--- config.mk ---
export PLATFORM = sky130hd
export DESIGN_NAME = dl_crc_accum
export DESIGN_NICKNAME = d
export VERILOG_FILES = /design/src/rtl/dl_crc_pkg.sv /design/src/rtl/dl_crc_step.sv /design/src/rtl/dl_xor.sv /design/src/rtl/dl_crc_accum.sv
export SDC_FILE = /design/constraint.sdc
export NUM_CORES = 1
export LEC_CHECK = 0
export ABC_AREA = 1
export CAP_MARGIN = 10
export CORE_ASPECT_RATIO = 0.8
export CORE_MARGIN = 2
export CORE_UTILIZATION = 45
export DETAILED_ROUTE_END_ITERATION = 6
export GPL_ROUTABILITY_DRIVEN = 0
export PLACE_DENSITY = 0.7
export SYNTH_ARGS = -nofsm -noshare
export SYNTH_HDL_FRONTEND = slang
export SYNTH_SLANG_ARGS = --single-unit
--- constraint.sdc ---
create_clock -name clk -period 1.6 [get_ports clk]
set_input_delay 0.24 -clock clk [delete_from_list [all_inputs] [get_ports clk]]
set_output_delay 0.24 -clock clk [all_outputs]
set_load 0.02 [all_outputs]
--- src/rtl/dl_crc_pkg.sv ---
`default_nettype none
// ============================================================================
// Module      : dl_crc_pkg
// Description : Shared types and well-known polynomial presets for the
//               dl_crc streaming CRC blocks.
// Revision    : 1.0 - initial release
// ============================================================================
package dl_crc_pkg;

    // Frame tracking state of the accumulator
    typedef enum logic [0:0] {
        IDLE  = 1'b0,
        ACCUM = 1'b1
    } crc_state_e;

    // CRC-32/MPEG-2: non-reflected, all-ones seed, no output inversion
    localparam logic [31:0] CRC32_MPEG2_POLY   = 32'h04C1_1DB7;
    localparam logic [31:0] CRC32_MPEG2_INIT   = 32'hFFFF_FFFF;
    localparam logic [31:0] CRC32_MPEG2_XOROUT = 32'h0000_0000;

    // CRC-16/CCITT-FALSE: non-reflected, all-ones seed, no output inversion
    localparam logic [15:0] CRC16_CCITT_POLY   = 16'h1021;
    localparam logic [15:0] CRC16_CCITT_INIT   = 16'hFFFF;
    localparam logic [15:0] CRC16_CCITT_XOROUT = 16'h0000;

endpackage : dl_crc_pkg
`default_nettype wire

--- src/rtl/dl_crc_step.sv ---
`default_nettype none
// ============================================================================
// Module      : dl_crc_step
// Description : Combinational CRC update over one DATA_WIDTH word,
//               MSB-first, fully unrolled into a chain of XOR stages.
// Revision    : 1.0 - initial release
// ============================================================================
module dl_crc_step
    import dl_crc_pkg::*;
#(
    parameter int                   DATA_WIDTH = 8,
    parameter int                   CRC_WIDTH  = 32,
    parameter logic [CRC_WIDTH-1:0] POLY       = CRC32_MPEG2_POLY
) (
    input  logic [CRC_WIDTH-1:0]  crc_in,
    input  logic [DATA_WIDTH-1:0] data_in,
    output logic [CRC_WIDTH-1:0]  crc_out
);

    // w_stage[i] is the CRC after the first i data bits have been folded in
    logic [CRC_WIDTH-1:0] w_stage [DATA_WIDTH+1];

    assign w_stage[0] = crc_in;

    // One stage per data bit; bit DATA_WIDTH-1 enters first
    for (genvar i = 0; i < DATA_WIDTH; i++) begin : g_bit
        logic                 w_fb;
        logic [CRC_WIDTH-1:0] w_shift;
        logic [CRC_WIDTH-1:0] w_mask;

        dl_xor #(.WIDTH(1)) u_fb (
            .i_a (w_stage[i][CRC_WIDTH-1]),
            .i_b (data_in[DATA_WIDTH-1-i]),
            .o_y (w_fb)
        );

        assign w_shift = w_stage[i] << 1;
        assign w_mask  = w_fb ? POLY : '0;

        dl_xor #(.WIDTH(CRC_WIDTH)) u_fold (
            .i_a (w_shift),
            .i_b (w_mask),
            .o_y (w_stage[i+1])
        );
    end : g_bit

    assign crc_out = w_stage[DATA_WIDTH];

endmodule : dl_crc_step
`default_nettype wire

--- src/rtl/dl_xor.sv ---
`default_nettype none
// ============================================================================
// Module      : dl_xor
// Description : Bitwise XOR primitive of the dl_xor layer.
// Revision    : 1.0 - initial release
// ============================================================================
module dl_xor #(
    parameter int WIDTH = 1
) (
    input  logic [WIDTH-1:0] i_a,
    input  logic [WIDTH-1:0] i_b,
    output logic [WIDTH-1:0] o_y
);

    assign o_y = i_a ^ i_b;

endmodule : dl_xor
`default_nettype wire

--- src/rtl/dl_crc_accum.sv ---
`default_nettype none
// ============================================================================
// Module      : dl_crc_accum
// Description : Streaming CRC accumulator. Folds one word per cycle into a
//               running CRC and presents the finished frame CRC over a
//               valid/ready output that is held until consumed.
// Revision    : 1.0 - initial release
// ============================================================================
module dl_crc_accum
    import dl_crc_pkg::*;
#(
    parameter int                   DATA_WIDTH = 8,
    parameter int                   CRC_WIDTH  = 32,
    parameter logic [CRC_WIDTH-1:0] POLY       = CRC32_MPEG2_POLY,
    parameter logic [CRC_WIDTH-1:0] INIT       = CRC32_MPEG2_INIT,
    parameter logic [CRC_WIDTH-1:0] XOR_OUT    = CRC32_MPEG2_XOROUT
) (
    input  logic                  clk,
    input  logic                  rst,
    input  logic                  in_valid,
    output logic                  in_ready,
    input  logic [DATA_WIDTH-1:0] in_data,
    input  logic                  in_first,
    input  logic                  in_last,
    output logic                  out_valid,
    input  logic                  out_ready,
    output logic [CRC_WIDTH-1:0]  out_crc,
    output logic                  busy
);

    crc_state_e           r_state;
    logic [CRC_WIDTH-1:0] r_crc;
    logic                 r_out_valid;
    logic [CRC_WIDTH-1:0] r_out_crc;

    logic                 w_accept;
    logic                 w_pop;
    logic                 w_start;
    logic [CRC_WIDTH-1:0] w_base;
    logic [CRC_WIDTH-1:0] w_next;

    // A held result blocks input unless it is being popped this cycle,
    // which also freezes crc_reg and state under backpressure.
    assign in_ready = !r_out_valid || out_ready;
    assign w_accept = in_valid && in_ready;
    assign w_pop    = r_out_valid && out_ready;

    // Any word taken in IDLE opens a frame; in_first mid-frame restarts it
    assign w_start  = (r_state == IDLE) || in_first;
    assign w_base   = w_start ? INIT : r_crc;

    dl_crc_step #(
        .DATA_WIDTH (DATA_WIDTH),
        .CRC_WIDTH  (CRC_WIDTH),
        .POLY       (POLY)
    ) u_step (
        .crc_in  (w_base),
        .data_in (in_data),
        .crc_out (w_next)
    );

    // Frame FSM, running CRC and output holding register
    always_ff @(posedge clk) begin
        if (rst) begin
            r_state     <= IDLE;
            r_crc       <= INIT;
            r_out_valid <= 1'b0;
            r_out_crc   <= '0;
        end else begin
            if (w_pop) begin
                r_out_valid <= 1'b0;
            end
            if (w_accept) begin
                if (in_last) begin
                    r_out_crc   <= w_next ^ XOR_OUT;
                    r_out_valid <= 1'b1;
                    r_crc       <= INIT;
                    r_state     <= IDLE;
                end else begin
                    r_crc       <= w_next;
                    r_state     <= ACCUM;
                end
            end
        end
    end

    assign out_valid = r_out_valid;
    assign out_crc   = r_out_crc;
    assign busy      = (r_state == ACCUM);

endmodule : dl_crc_accum
`default_nettype wire
Word level (Yosys, flattened, before mapping)
Index checks and enable logic that the tools add are counted.
{"block": "totals", "wordCells": 41, "mem_bits_rw": 0, "output_inout_bits": 35, "in_bits": 14, "mem_bits_ro": 0, "reg_bits": 66, "memories": 0, "latchBits": 0}
{"block": "classes", "multipliers": 0, "n_bitwise": 17, "shift": 0, "magnitude_cmp": 0, "eq_ne": 0, "n_addsub": 0, "n_div": 0, "n_mux": 14, "reduce_logical": 6}
{"operator": "$mux 27", "n": 8}
{"operator": "$xor 32x32->32", "n": 6}
{"operator": "$mux 32", "n": 2}
{"operator": "$xor 32x27->32", "n": 2}
{"operator": "$xor 1x1->1", "n": 8}
{"operator": "$mux 1", "n": 4}
{"operator": "$logic_and 1x1->1", "n": 2}
{"operator": "$logic_or 1x1->1", "n": 2}
{"operator": "$reduce_and 2->1", "n": 1}
{"operator": "$logic_not 1->1", "n": 1}
{"operator": "$not 1->1", "n": 1}

Depth between registers and ports, before layout
Gate-level depths: netlist of run 1.
{"block": "logic_depth", "word_depth": 28, "mapped_depth": 17}

Cells and area by module
A second synthesis of run 1 with hierarchy kept.
{"block": "unflattened", "cells_unflattened": 1754, "area_unflattened_um2": 7862.5}
{"mod": "dl_xor (u_step.g_bit[0].u_fold ...)", "cells_each": 160, "instances": 8, "area_each_um2": 600.6}
{"mod": "dl_crc_accum", "cells_each": 433, "instances": 1, "area_each_um2": 2904.0}
{"mod": "dl_xor (u_step.g_bit[0].u_fb ...)", "cells_each": 5, "instances": 8, "area_each_um2": 18.8}
{"mod": "dl_crc_step", "cells_each": 1, "instances": 1, "area_each_um2": 3.8}

Worst setup path before layout of run 1
OpenSTA, ideal clock, no wires.
{"block": "synth_timing", "path_type": "flip-flop to flip-flop", "startpoint": "register r_state (netlist: busy)", "endpoint": "register r_crc[8]", "path_stages_with_launch": 16, "setup_slack_ns": -0.277, "n_path_buf": 0, "arrival_time_ns": 1.751, "path_cell_list": "dfxtp_1 inv_2 nor2_8 nand2_1 nand2_1 nand2_1 nand2_1 nand2_1 nand2_1 nand2_2 inv_2 nand2_1 nand3_1 nand3_1 nand2_1 nand2_1"}
{"block": "synth_via", "elab_chain_cells": 16, "elab_cells_between_ends": 24, "classes_between": "mux (8); bitwise (15); reduce/logical (1)"}
{"element": "from (decl)", "line": "dl_crc_accum.sv:31", "source": "crc_state_e r_state;"}
{"element": "from (signal assigned)", "line": "dl_crc_accum.sv:65", "source": "r_state <= IDLE;"}
{"element": "from (signal assigned)", "line": "dl_crc_accum.sv:78", "source": "r_state <= IDLE;"}
{"element": "from (signal assigned)", "line": "dl_crc_accum.sv:81", "source": "r_state <= ACCUM;"}
{"element": "$not 1->1 *", "line": "dl_crc_accum.sv:49", "source": "assign w_start = (r_state == IDLE) || in_first;"}
{"element": "$logic_or 1x1->1 *", "line": "dl_crc_accum.sv:49"}
{"element": "$mux 32 *", "line": "dl_crc_accum.sv:50", "source": "assign w_base = w_start ? INIT : r_crc;"}
{"element": "$xor 1x1->1 / $xor 32x32->32 (equally long branches)", "line": "dl_xor.sv:15", "source": "assign o_y = i_a ^ i_b;"}
{"element": "$mux 27 / $xor 1x1->1 (equally long branches)", "line": "dl_crc_step.sv:38, dl_xor.sv:15"}
{"element": "$xor 32x32->32 * (6 in a row)", "line": "dl_xor.sv:15"}
{"element": "$xor 1x1->1 / $xor 32x27->32 (equally long branches)", "line": "dl_xor.sv:15"}
{"element": "$mux 27 / $xor 1x1->1 (equally long branches)", "line": "dl_crc_step.sv:38, dl_xor.sv:15"}
{"element": "$xor 32x27->32 * (2 in a row)", "line": "dl_xor.sv:15"}
{"element": "$mux 32 *", "line": "dl_crc_accum.sv:74", "source": "if (in_last) begin"}
{"element": "to (signal assigned)", "line": "dl_crc_accum.sv:80", "source": "r_crc <= w_next;"}
{"element": "to (decl)", "line": "dl_crc_accum.sv:32", "source": "logic [CRC_WIDTH-1:0] r_crc;"}
Mark *: on every way between the ends. The rest lies on a longest branch, timed or not.
A chain may end at the register's enable or synchronous reset.

Worst setup path in the final report of run 1
{"block": "layout_timing", "startpoint": "register r_state (netlist: busy)", "endpoint": "register r_out_crc[13] (netlist: out_crc[13])"}
{"block": "layout_via", "elab_chain_cells": 15, "elab_cells_between_ends": 23, "classes_between": "mux (7); bitwise (15); reduce/logical (1)"}
{"element": "$not 1->1 *", "line": "dl_crc_accum.sv:49"}
{"element": "$logic_or 1x1->1 *", "line": "dl_crc_accum.sv:49"}
{"element": "$mux 32 *", "line": "dl_crc_accum.sv:50"}
{"element": "$xor 1x1->1", "line": "dl_xor.sv:15"}
{"element": "$mux 27", "line": "dl_crc_step.sv:38", "source": "assign w_mask = w_fb ? POLY : '0;"}
{"element": "$xor 32x32->32 * (6 in a row)", "line": "dl_xor.sv:15"}
{"element": "$xor 1x1->1", "line": "dl_xor.sv:15"}
{"element": "$mux 27", "line": "dl_crc_step.sv:38"}
{"element": "$xor 32x27->32 * (2 in a row)", "line": "dl_xor.sv:15"}
{"element": "to (signal assigned)", "line": "dl_crc_accum.sv:75", "source": "r_out_crc <= w_next ^ XOR_OUT;"}
{"element": "to (decl)", "line": "dl_crc_accum.sv:34", "source": "logic [CRC_WIDTH-1:0] r_out_crc;"}
Marked as above.

==> flow_summary_export.csv, run 1 <==
group,metric,value,unit
timing,holdWs,452,ps
logic_synthesis,synth-xor-area-share,12.5,%
logic_synthesis,syn_area_per_cell,7.13,µm²
worst_setup_path,critPathRequiredTime,1890,ps
power_and_ir_drop,p_leak,2.75,nW
power_and_ir_drop,total_power,5.18,mW
logic_synthesis,synth_top_area_cell,"dfxtp_1",
run_status,violations,"negative setup slack",
logic_synthesis,seq_area_frac_synth,37.5,%
timing,setup_viol,63,
logic_synthesis,muxShareOfSynthArea,0,%
worst_setup_path,startpoint_type,"flop",
worst_setup_path,crit_buf_inv,0,
layout,fin_area,6020,µm²
floorplan,dieArea,8550,µm²
worst_setup_path,endpoint_kind,"flop",
layout,syn2layout_area_growth,70.9,%
layout,post-route-util,80.3,%
hold_path,hp-class,"reg -> reg",
detailed_routing,avgViaCountPerCell,5.84,
clock_tree,numClockSinks,66,
detailed_routing,drc,0,
worst_setup_path,path_class,"reg -> reg",
logic_synthesis,synth_edf_count,0,
timing,fmax,500,MHz
logic_synthesis,syn_nets,508,
floorplan,die_x,103,µm
logic_synthesis,yosysWarningCount,0,
detailed_routing,vias,4353,
clock_tree,path_clk_slew,80,ps
logic_synthesis,synth_top_family_by_area,"simple AND/OR/NAND/NOR gates",
logic_synthesis,synth.top_cell.area_share,37.5,%
logic_synthesis,synth_area_leaders,"dfxtp_1, nand2_1, xor2_1, nand3_1, inv_1",
placed_design,postPlaceCellArea,4710,µm²
power_and_ir_drop,vdd_drop_max,0.785,mV
logic_synthesis,yosys.area_share.adder,0,%
clock_tree,ctsLongestPathBuffers,2,
timing,layout_min_cycle_time,2000,ps
job,cap_violations,0,
logic_synthesis,synth_seq_cells,66,
worst_setup_path,slowest_delay,410,ps
layout,final_layout_size_suffix_gt1_share,43.0,%
logic_synthesis,syn-cell-area,3520,µm²
clock_tree,cts_tree,"yes",
detailed_routing,first_pass_iters,6,
detailed_routing,detail-route-antenna-nets,0,
layout,diodes,0,
worst_setup_path,crit_fanout,6,
detailed_routing,routedWlPerCell,20.5,µm
timing,final_max_slew_viol_count,0,
logic_synthesis,synth_cells,494,
logic_synthesis,synth_ff_type,"dfxtp_1",
timing,max_slew.worst_pin.slew,389,ps
clock_tree,insertion_delay,370,ps
detailed_routing,drt-initial-drc-count,542,
layout,fin_nets,649,
grt,gr-total-overflow,0,
grt,grt_max_degree,33,
run_status,status,"complete, but fails checks",
placed_design,port_buffers,48,
logic_synthesis,yosysUniqueCellTypes,29,
power_and_ir_drop,powerDensity,861,nW/µm²
clock_tree,cts-htree-levels,3,
floorplan,start_util,47.0,%
logic_synthesis,synth_compound_area_share,11.0,%
timing,final.period_utilization,125,%
worst_setup_path,cp_top_family,"simple AND/OR/NAND/NOR gates",
floorplan,fp-row-count,28,
grt,grt_pass1_wl,19800,µm
floorplan,die_h,83.1,µm
timing,hold_violations,0,
clock_tree,cts_made_buffers,9,
placed_design,dp_hpwl,7610,µm
logic_synthesis,async_flop_share,0,%
detailed_routing,totalWireLength,15300,µm
logic_synthesis,yosysMostFrequentCell,"nand2_1",
worst_setup_path,critPathArrivalTime,2290,ps
grt,antenna_found_initial,0,
timing,setup_slack,-398,ps
timing,clock_skew,14.6,ps
worst_setup_path,cpMaxStageDelayCell,"dfxtp_4",
grt,grt_pass1_vias,3886,
timing,timing.slew.headroom,74.1,%
floorplan,pin_count,49,
logic_synthesis,synth_simple_gate_area_share,32.2,%
worst_setup_path,path_cells,"nand2_4, nor2_1, nand2_1, nand2_4, xor2_1, nand3_1, nand2_1, nand2_2, a31oi_1",
grt,track_usage,29.9,%
clock_tree,root_buffer,"clkbuf_8",
floorplan,placeableCoreArea,7500,µm²
timing,rsz0062_at_grt,"true",
logic_synthesis,yosys-top-cells-count,"nand2_1, dfxtp_1, inv_1",
==> layout by cell type (no fill, tap or decap), types with 2 or more instances in the layout <==
cell / synthesis / layout
a31oi_1: 7 / 7
o21ai_0: 17 / 9
nand2_1: 178 / 118
a22o_1: 13 / 13
xor2_2: 2 / 15
nand2_4: 4 / 26
nand3_2: 0 / 11
o21ai_1: 5 / 9
nand2_8: 0 / 6
o22ai_1: 17 / 11
dfxtp_1: 66 / 65
buf_4: 0 / 80
o22ai_2: 0 / 6
bufinv_16: 0 / 2
o21ai_2: 1 / 3
clkbuf_8: 0 / 10
buf_12: 0 / 5
or2_2: 6 / 6
nand3_1: 26 / 15
xnor2_4: 0 / 6
xnor2_2: 3 / 6
nor2_4: 1 / 7
inv_1: 33 / 31
clkinv_2: 0 / 3
inv_4: 0 / 2
dlymetal6s2s_1: 0 / 2
inv_2: 6 / 4
clkdlybuf4s50_1: 0 / 42
o21ai_4: 0 / 2
nor2_2: 1 / 5
inv_6: 0 / 2
xor2_4: 0 / 7
nor2_1: 30 / 21
dlygate4sd2_1: 0 / 4
xor2_1: 31 / 11
buf_6: 2 / 10
nand3b_1: 3 / 3
nand2_2: 13 / 47
==> logic make-up after synthesis <==
family	after synthesis
buffers and inverters	58
AO/OA/AOI/OAI	61
AND/OR/NAND/NOR	263
XOR/XNOR	46
flip-flops	66
==> path summary, 6_finish.rpt <==
path / slack, ps / from / cells past startpoint / endpoint
worst max-delay path: -400 / busy$_SDFFE_PP0P_ / 9 / out_crc[13]$_SDFFE_PP0P_
worst min-delay path: 450 / out_crc[8]$_SDFFE_PP0P_ / 2 / out_crc[8]$_SDFFE_PP0P_
worst max register to register: -400 / busy$_SDFFE_PP0P_ / 9 / out_crc[13]$_SDFFE_PP0P_
worst min register to register: 450 / out_crc[8]$_SDFFE_PP0P_ / 2 / out_crc[8]$_SDFFE_PP0P_
==> sequential cells by signal, indices dropped and copies added, names as in the netlist <==
name,flops
r_crc,32
out_valid,1
out_crc,32
busy,1
==> area by class of cell <==
| type | instances | area (µm²) |
|---|---|---|
| Inverter | 41 | 170 |
| Fill cell | 431 | 1480 |
| Timing Repair Buffer | 144 | 1310 |
| Clock inverter | 5 | 77.6 |
| Multi-Input combinational cell | 373 | 2860 |
| Sequential cell | 66 | 1330 |
| Tap cell | 105 | 131 |
| Clock buffer | 11 | 141 |
==> worst register-to-register path, stage by stage (launching register included) <==
cell and delay (ps):
dfxtp_4 410, nand2_4 100, nor2_1 170, nand2_1 130
nand2_4 170, xor2_1 310, nand3_1 220, nand2_1 150
nand2_2 90, a31oi_1 180
==> timing repair <==
item,4_1_cts,5_1_grt
buffers inserted,17,11
pin swaps,51,43
hold endpoints to repair,0,0
endpoints found under the setup margin,62,66
cloned,3,0
hold buffers,0,0
gates resized for setup,111,72
==> power breakdown <==
group,internal [mW],switching (mW),leakage [nW]
Combinational,0.734,0.989,2.10
Sequential,1.75,0.0782,0.542
Clock,0.915,0.715,0.109
==> routing by layer <==
metal | up-vias | track usage [%] | share of wire (%)
met4 | 0 | 11.7 | 6.5
li1 | 1835 | - | -
met1 | 2060 | 39.3 | 39
met5 | - | 0 | 0
met3 | 112 | 6.99 | 9.0
met2 | 346 | 47.2 | 45
==> stage by stage <==
stage,setup WS (ps),std cells,setup TNS (ps)
after detailed placement,-741,700,-36670
after CTS,-240,735,-8660
after global routing,-427,745,-18250
after global placement,-713,700,-32500
after floorplan,-66.8,494,-735
final,-398,745,-14650
(Power assumes the default switching activity.)
==> run 2, diff against run 1 <==
Settings changed: CORE_UTILIZATION 45 to 49, PLACE_DENSITY 0.7 to 0.76, SETUP_SLACK_MARGIN set to 0.02, SKIP_LAST_GASP set to 1.
==> run 2 against run 1 <==
  * Die area shrank 7.8%
  * Clock power shrank 4%
  * The flow still finishes with violations (negative setup slack)
  * Largest power group unchanged
  * Critical path depth grew 4
  * Largest cell class unchanged
  * Utilization grew 3.7 points
==> flow_summary_export.csv, run 2 (synthesis results as in run 1) <==
group,metric,value,unit
run_status,status,"complete, but fails checks",
run_status,violations,"negative setup slack",
worst_setup_path,crit_fanout,6,
detailed_routing,avgViaCountPerCell,6.28,
placed_design,dp_hpwl,7450,µm
worst_setup_path,reg2reg_from,"busy$_SDFFE_PP0P_",
clock_tree,cts_made_buffers,9,
grt,antenna_found_initial,0,
power_and_ir_drop,p_int,3.29,mW
power_and_ir_drop,p_comb_share,32.7,%
timing,fmax,452,MHz
timing,clock_skew,14.9,ps
clock_tree,root_buffer,"clkbuf_8",
power_and_ir_drop,powerDensity,871,nW/µm²
worst_setup_path,critPathArrivalTime,2530,ps
layout,post-route-util,83.9,%
worst_setup_path,endpoint_kind,"flop",
power_and_ir_drop,vdd_drop_max,0.719,mV
clock_tree,cts-htree-levels,3,
timing,holdWs,449,ps
layout,final_cell_mix,"nand2_1, buf_4, dfxtp_1, nand2_2, inv_1",
worst_setup_path,worstReg2RegEnd,"r_crc[17]$_SDFFE_PP1P_",
hold_path,hp-class,"reg -> reg",
detailed_routing,detail-route-antenna-nets,0,
clock_tree,cts_tree,"yes",
timing,final_max_slew_viol_count,0,
detailed_routing,drc,0,
layout,fin_cells,718,
grt,track_usage,32.3,%
timing,timing.slew.headroom,69.6,%
detailed_routing,vias,4507,
floorplan,fp-row-count,27,
detailed_routing,drt-initial-drc-count,749,
floorplan,pin_count,49,
layout,fin_area,5810,µm²
floorplan,die_h,79.8,µm
worst_setup_path,startpoint_type,"flop",
floorplan,start_util,50.8,%
layout,fin_nets,640,
clock_tree,ctsLongestPathBuffers,2,
grt,grt_pass1_wl,19600,µm
floorplan,placeableCoreArea,6930,µm²
power_and_ir_drop,pwr-share-seq,36.2,%
power_and_ir_drop,p_sw_share,35.0,%
worst_setup_path,critPathRequiredTime,1920,ps
worst_setup_path,path_class,"reg -> reg",
detailed_routing,first_pass_iters,6,
hold_path,min_path_cells,2,
clock_tree,insertion_delay,380,ps
detailed_routing,routedWlPerCell,22.5,µm
power_and_ir_drop,p_switching,1.78,mW
timing,setup_slack,-613,ps
detailed_routing,totalWireLength,16100,µm
layout,final_common_cell,"nand2_1",
timing,layout_min_cycle_time,2210,ps
grt,gr-total-overflow,0,
timing,hold_violations,0,
layout,diodes,0,
placed_design,pre_cts_slack,-734,ps
layout,syn2layout_area_growth,65.1,%
timing,setup_viol,63,
power_and_ir_drop,p_leak,2.94,nW
power_and_ir_drop,clockPowerShare,31.1,%
timing,fin_tns_setup,-16540,ps
timing,final.period_utilization,138,%
hold_path,min_from,"out_crc[7]$_SDFFE_PP0P_",
worst_setup_path,r2r_cells,13,
job,cap_violations,0,
placed_design,port_buffers,48,
floorplan,die_x,98.8,µm
worst_setup_path,r2r_slack,-610,ps
timing,rsz0062_at_grt,"true",
clock_tree,ctsHoldBuffers,0,
clock_tree,numClockSinks,66,
timing,max_slew.worst_pin.slew,455,ps
power_and_ir_drop,total_power,5.07,mW
placed_design,postPlaceCellArea,4690,µm²
grt,grt_pass1_vias,3936,
hold_path,hold_path_end,"out_crc[7]$_SDFFE_PP0P_",
placed_design,dp.cells,681,
layout,final_layout_size_suffix_gt1_share,39.9,%
clock_tree,path_clk_slew,80,ps
floorplan,dieArea,7880,µm²
grt,grt_max_degree,29,
==> run 2: area by class of cell <==
class                           count  area (µm²)
Multi-Input combinational cell    372        2700
Sequential cell                    66        1330
Timing Repair Buffer              136        1300
Fill cell                         328        1110
Clock buffer                       12         166
Inverter                           41         163
Tap cell                           87         109
Clock inverter                      4        47.5
==> run 2: power groups by stage <==
stage	Sequential [mW]	Combinational (mW)	Clock, mW
floorplan	1.91	0.600	0
global placement	1.84	1.16	0
detailed placement	1.85	1.19	0
finish	1.83	1.66	1.57
global route	1.84	1.70	1.63
CTS	1.81	1.35	1.52
==> run 2: timing repair <==
item / CTS / global route
setup buffers: 12 / 9
gates cloned: 2 / 0
pin swaps: 34 / 30
setup endpoints to repair: 61 / 81
resized for setup: 79 / 90
==> run 2: worst max-delay path, stage by stage (launching register included) <==
cell     delay [ps]
dfxtp_4         380
inv_4            60
nor2_8          130
nand2_2         100
nand2_2         110
nand2_4         120
nand2_4         110
nand2_4         110
buf_4           180
xor2_1          380
nand2_1         200
nand2_2         120
o22ai_1          60
nand2_1          80
==> run 2: how the worst max path moves through the flow <==
stage	start	end
floorplan	busy$_SDFFE_PP0P_	r_crc[27]$_SDFFE_PP1P_
global placement	in_first	r_crc[13]$_SDFFE_PP1P_
detailed placement	in_first	r_crc[13]$_SDFFE_PP1P_
CTS	busy$_SDFFE_PP0P_	r_crc[13]$_SDFFE_PP1P_
global route	busy$_SDFFE_PP0P_	r_crc[17]$_SDFFE_PP1P_
finish	busy$_SDFFE_PP0P_	r_crc[17]$_SDFFE_PP1P_
==> run 2: metal layers <==
metal | vias to the layer above | GRT usage (%) | part of all wire (%)
met5 | - | 0 | 0
met2 | 446 | 52.0 | 43
met1 | 2070 | 39.1 | 36
li1 | 1830 | - | -
met3 | 161 | 8.32 | 13
met4 | 0 | 18.8 | 8.5
